## src/rtl/wb_bus_arbiter.sv

```systemverilog
// Two-master / three-slave Wishbone classic interconnect with round-robin grant.
// Define WB_TIMEOUT_EN to answer hung slaves with an error after TIMEOUT_CYCLES.
module wb_bus_arbiter #(
  parameter int unsigned RAM_BYTES      = 128*1024,
  parameter logic [31:0] GPIO1_BASE     = 32'h3000_0000,
  parameter logic [31:0] GPIO2_BASE     = 32'h4000_0000,
  parameter int unsigned GPIO_WORDS     = 3,
  parameter int unsigned TIMEOUT_CYCLES = 255
) (
  input  logic        wb_clk_i,
  input  logic        wb_rst_i,
  input  logic [31:0] m0_adr_i,
  input  logic [31:0] m0_dat_i,
  input  logic [3:0]  m0_sel_i,
  input  logic        m0_we_i,
  input  logic        m0_cyc_i,
  input  logic        m0_stb_i,
  output logic [31:0] m0_dat_o,
  output logic        m0_ack_o,
  output logic        m0_err_o,
  input  logic [31:0] m1_adr_i,
  input  logic [31:0] m1_dat_i,
  input  logic [3:0]  m1_sel_i,
  input  logic        m1_we_i,
  input  logic        m1_cyc_i,
  input  logic        m1_stb_i,
  output logic [31:0] m1_dat_o,
  output logic        m1_ack_o,
  output logic        m1_err_o,
  output logic [31:0] s_adr_o,
  output logic [31:0] s_dat_o,
  output logic [3:0]  s_sel_o,
  output logic        s_we_o,
  output logic        s_stb_o,
  output logic [2:0]  s_cyc_o,
  input  logic [95:0] s_dat_i,
  input  logic [2:0]  s_ack_i,
  output logic [1:0]  grant_o
);

  typedef enum logic {S_IDLE, S_GRANTED} state_t;

  state_t r_state, w_state_nxt;
  logic   r_owner, w_owner_nxt;
  logic   r_last, w_last_nxt;
  logic   r_err;

  logic        w_granted, w_cyc, w_stb, w_pick;
  logic [31:0] w_adr, w_off1, w_off2, w_dat;
  logic [2:0]  w_hit;
  logic        w_miss, w_ack, w_err, w_to;

  always_ff @(posedge wb_clk_i) begin
    if (wb_rst_i) begin
      r_state <= S_IDLE;
      r_owner <= 1'b0;
      r_last  <= 1'b1;
    end else begin
      r_state <= w_state_nxt;
      r_owner <= w_owner_nxt;
      r_last  <= w_last_nxt;
    end
  end

  // On contention the master that did not win last time gets the bus
  assign w_pick = (m0_cyc_i & m1_cyc_i) ? ~r_last : m1_cyc_i;

  always_comb begin
    w_state_nxt = r_state;
    w_owner_nxt = r_owner;
    w_last_nxt  = r_last;
    unique case (r_state)
      S_IDLE: begin
        if (m0_cyc_i | m1_cyc_i) begin
          w_state_nxt = S_GRANTED;
          w_owner_nxt = w_pick;
          w_last_nxt  = w_pick;
        end
      end
      S_GRANTED: begin
        if (!w_cyc) w_state_nxt = S_IDLE;
      end
      default: w_state_nxt = S_IDLE;
    endcase
  end

  assign w_granted = (r_state == S_GRANTED);
  assign w_cyc = w_granted & (r_owner ? m1_cyc_i : m0_cyc_i);
  assign w_stb = w_cyc & (r_owner ? m1_stb_i : m0_stb_i);
  assign w_adr = r_owner ? m1_adr_i : m0_adr_i;

  assign s_adr_o = w_adr;
  assign s_dat_o = r_owner ? m1_dat_i : m0_dat_i;
  assign s_sel_o = r_owner ? m1_sel_i : m0_sel_i;
  assign s_we_o  = r_owner ? m1_we_i : m0_we_i;
  assign s_stb_o = w_stb;

  // Unsigned offsets: addresses below a base wrap high and miss
  assign w_off1   = w_adr - GPIO1_BASE;
  assign w_off2   = w_adr - GPIO2_BASE;
  assign w_hit[0] = (w_adr < 32'(RAM_BYTES))
                  | (w_adr == 32'h1000_0000)
                  | (w_adr == 32'h2000_0000);
  assign w_hit[1] = (w_off1 >> 2) < 32'(GPIO_WORDS);
  assign w_hit[2] = (w_off2 >> 2) < 32'(GPIO_WORDS);

  assign s_cyc_o = {3{w_cyc}} & w_hit;
  assign w_miss  = w_stb & ~|w_hit;
  assign w_ack   = |(s_ack_i & s_cyc_o);

  always_comb begin
    w_dat = 32'h0;
    unique case (1'b1)
      s_cyc_o[0]: w_dat = s_dat_i[31:0];
      s_cyc_o[1]: w_dat = s_dat_i[63:32];
      s_cyc_o[2]: w_dat = s_dat_i[95:64];
      default:    w_dat = 32'h0;
    endcase
  end

`ifdef WB_TIMEOUT_EN
  localparam int TW = ($clog2(TIMEOUT_CYCLES + 1) < 8) ?
                      8 : $clog2(TIMEOUT_CYCLES + 1);

  logic [TW-1:0] r_cnt;

  assign w_to = w_stb & ~w_ack & ~r_err
              & (r_cnt == TW'(TIMEOUT_CYCLES - 1));

  always_ff @(posedge wb_clk_i) begin
    if (wb_rst_i) begin
      r_cnt <= '0;
    end else if (!w_stb || w_ack || r_err || w_to) begin
      r_cnt <= '0;
    end else begin
      r_cnt <= r_cnt + 1'b1;
    end
  end
`else
  assign w_to = 1'b0;
`endif

  // A miss seen while an error is already showing is swallowed
  always_ff @(posedge wb_clk_i) begin
    if (wb_rst_i) r_err <= 1'b0;
    else          r_err <= (w_miss & ~r_err) | w_to;
  end

  assign w_err = r_err & ~w_ack & w_granted;

  always_comb begin
    grant_o  = w_granted ? (r_owner ? 2'b10 : 2'b01) : 2'b00;
    m0_dat_o = w_dat;
    m1_dat_o = w_dat;
    m0_ack_o = w_ack & ~r_owner;
    m1_ack_o = w_ack & r_owner;
    m0_err_o = w_err & ~r_owner;
    m1_err_o = w_err & r_owner;
  end

endmodule

```

## config.mk

```make
export PLATFORM = sky130hd
export DESIGN_NAME = wb_bus_arbiter
export DESIGN_NICKNAME = d
export VERILOG_FILES = /design/src/rtl/wb_bus_arbiter.sv
export SDC_FILE = /design/constraint.sdc
export NUM_CORES = 1
export LEC_CHECK = 0
export BUFFER_PORTS_ARGS = -buffer_cell sky130_fd_sc_hd__buf_2
export CORE_AREA = 5 5 148 150
export DETAILED_ROUTE_END_ITERATION = 8
export DIE_AREA = 0 0 153 155
export HOLD_SLACK_MARGIN = 0.15
export RECOVER_POWER = 25
export SLEW_MARGIN = 20
export SYNTH_ARGS = -nofsm -noshare
export SYNTH_HDL_FRONTEND = slang
export SYNTH_SLANG_ARGS = --single-unit
```

## constraint.sdc

```tcl
create_clock -name wb_clk_i -period 5 [get_ports wb_clk_i]
set_clock_uncertainty 0.05 [all_clocks]
set_input_delay 1 -clock wb_clk_i [delete_from_list [all_inputs] [get_ports wb_clk_i]]
set_output_delay 1 -clock wb_clk_i [all_outputs]
set_load 0.05 [all_outputs]
```

==> results.yml <==
yosys:
  yosysTopAreaCellShare: 0.312
  synth_fp_nets: 536
  synth_commonest_cells: "63 x mux2_2, 37 x buf_4, 35 x nand2_1"
  synth-seq-cells: 4
  synthFlopType: "dfxtp_1"
  synth_top_cells_by_area: "mux2_2 31%, buf_4 12%, a22oi_1 11%"
  synth_seq_area_share: 0.0352
  synth-edff-count: 0
  yosysWarnings: 0
  ys_async_sr_fraction: 0
  yosys.area.top_type: "mux2_2"
  syn_area_sq_um: 2270
  synth.most_common_cell: "mux2_2"
  synth_cells: 293
  avgSynthCellArea_sq_um: 7.76
  ys_types: 44
min_path:
  hold_depth: 1
  worstHoldStart: "r_last"
  min_to: "r_last"
  holdCritPathClass: "reg -> reg"
power:
  ir_worst_vdd_uv: 94.3
  p_sw_mw: 0.325
  combPwrFrac: 0.714
  p_leak_nw: 2.16
  seqPwrFrac: 0.078
  clkPwrFrac: 0.208
  switching_share: 0.525
  p_int_mw: 0.294
  pwr_density_cell_nw_per_um2: 144
floorplanning:
  die_area_sq_um: 23700
  num_rows: 53
  die_h_microns: 155
  io-pin-count: 386
  initial_core_util: 0.111
  core_area_sq_um: 20600
  die_w_microns: 153
timing:
  final_hold_viol_count: 0
  rsz0062_at_grt: "false"
  layout_min_cycle_time_ns: 4.44
  fin_ws_ns: 0.562
  period_share: 0.888
  finalSetupTns_ns: 0
  fmax_mhz: 225
  setup_violations: 0
  slew_headroom: 0.486
  drv_slew: 0
  worst_slew_pin_slew_ns: 0.760
cts:
  cts_hold_buf: 0
  htreeDepth: 1
  cts_buffers: 3
  cts-root-buf: "clkbuf_16"
  cts_sinks: 4
  cts_tree: "yes"
  clock_latency_ns: 0.22
  cts.repair.resized: 0
  post-cts-setup-buffer-count: 0
  clk_pin_slew_worst_paths_ns: 0.03
  clk_path_buf_depth: 2
grt:
  overflow: 0
  grt_pass1_wl_microns: 22100
  grt_max_degree: 49
  use_met1: 0.135
  grt_pass1_vias: 3689
  antenna_found_initial: 2
  track_usage: 0.118
  met3_usage: 0.0287
  top_usage_layer: "met2"
  use_met2: 0.223
routing:
  firstDrtPassIters: 4
  avgRoutedWirePerCell_microns: 17.0
  drc: 0
  finalWirelength_microns: 15500
  drtIter0Drc: 172
  via_per_inst: 3.96
  ant_nets: 0
  num_vias: 3611
setup_path:
  reg2reg_depth: 6
  cp-start-kind: "input pin"
  timing.rr.start: "r_owner"
  worstPathRequired_ns: 3.95
  crit_path_end_kind: "primary output"
  arrival_ns: 3.39
  r2r_slack_ns: 2.11
  crit_fanout: 30
  critPathKind: "in -> out"
  reg2reg_to: "r_err"
final_layout:
  syn2layout_area_growth_pct: 88.3
  fin_nets: 880
  fill_cells: 2348
  drive_above_1_share: 0.693
  layoutNonFillerInstCount: 912
place:
  gp_congestion: 0.887
  place_inst: 907
  port-buffer-count: 385
  pre_cts_ws_ns: 0.782
  dp_hpwl_microns: 14100
status:
  status: "finished, final reports clean"
job:
  drv_cap: 0
## metal layers
metal	wire, microns	vias up
met5	13	-
met4	204	2
met3	1430	12
met2	8010	237
met1	5860	1600
li1	-	1760
## worst max-delay path by stage
stage,from,end,slack (ns)
floorplan,m0_adr_i[8],s_cyc_o[2],0.49
global placement,m1_adr_i[22],m0_err_o,0.80
detailed placement,m1_adr_i[23],m1_err_o,0.78
CTS,r_owner,m0_err_o,0.56
global route,r_owner,m0_err_o,0.36
finish,m1_adr_i[27],m0_dat_o[7],0.56
## area by class of cell
| cell class | count | area [sq um] | area share |
|---|---|---|---|
| antenna | 1 | 2.50 | 0.000584 |
| clock buffer | 4 | 78.8 | 0.0184 |
| inverter | 2 | 7.51 | 0.00175 |
| multi-input combinational | 232 | 1810 | 0.422 |
| sequential | 4 | 83.8 | 0.0196 |
| tap | 275 | 344 | 0.0803 |
| timing repair buffer | 394 | 1960 | 0.457 |
## per-stage QoR
step / utilization / hold WS (ns) / cell area [sq um] / total power, mW
2_1_floorplan: - / 0.410 / 2270 / 0.324
3_3_place_gp: 0.207 / 0.422 / 4250 / 0.500
3_5_place_dp: 0.207 / 0.429 / 4250 / 0.501
4_1_cts: 0.210 / 0.441 / 4320 / 0.634
5_1_grt: 0.208 / 0.490 / 4280 / 0.651
6_report: 0.208 / 0.442 / 4280 / 0.618
## placed cells by master (no fill, tap or decap), drive strengths merged
cell type and n:
nand2b 4, nand2 35, a21boi 4, nor2 9
mux2i 3, nor3 3, o32ai 1, clkbuf 33
and4 2, a21oi 5, and2 1, nand3b 1
nor2b 4, a211o 1, a211oi 1, nor3b 1
a22oi 35, and4bb 1, nor4b 2, buf 365
dfxtp 4, and3 2, mux2 66, a2bb2oi 1
a21o 1, a32oi 1, nand3 1, or4 1
nor4 12, inv 2, diode 1, o21ai 34
## worst max-delay path: stages
cell and delay (ns):
buf_2 0.11, nor4b_1 0.68, a22oi_4 0.20, nor3_4 0.33
buf_4 0.37, a22oi_1 0.11, o21ai_1 0.23, buf_2 0.31
## power groups by stage
stage / registers [mW] / logic (mW) / clock network, mW
2_1_floorplan: 0.0362 / 0.288 / 0
3_3_place_gp: 0.0482 / 0.452 / 0
3_5_place_dp: 0.0484 / 0.453 / 0
4_1_cts: 0.0481 / 0.455 / 0.131
5_1_grt: 0.0493 / 0.467 / 0.134
6_report: 0.0480 / 0.442 / 0.129
## logic make-up (layout without fill, tap and decap cells)
group           count (synthesis)  after routing  share of synthesized area
compound gates                 84             84                      0.250
buf+inv                        57            400                      0.167
mux                            69             69                      0.350
simple gates                   79             79                      0.197
other cells                     0              1                          0
flops                           4              4                     0.0352
## state kept, by name, indices dropped and copies added (netlist names)
signal   flops
r_err        1
r_last       1
r_owner      1
r_state      1
(Power assumes the default switching activity.)
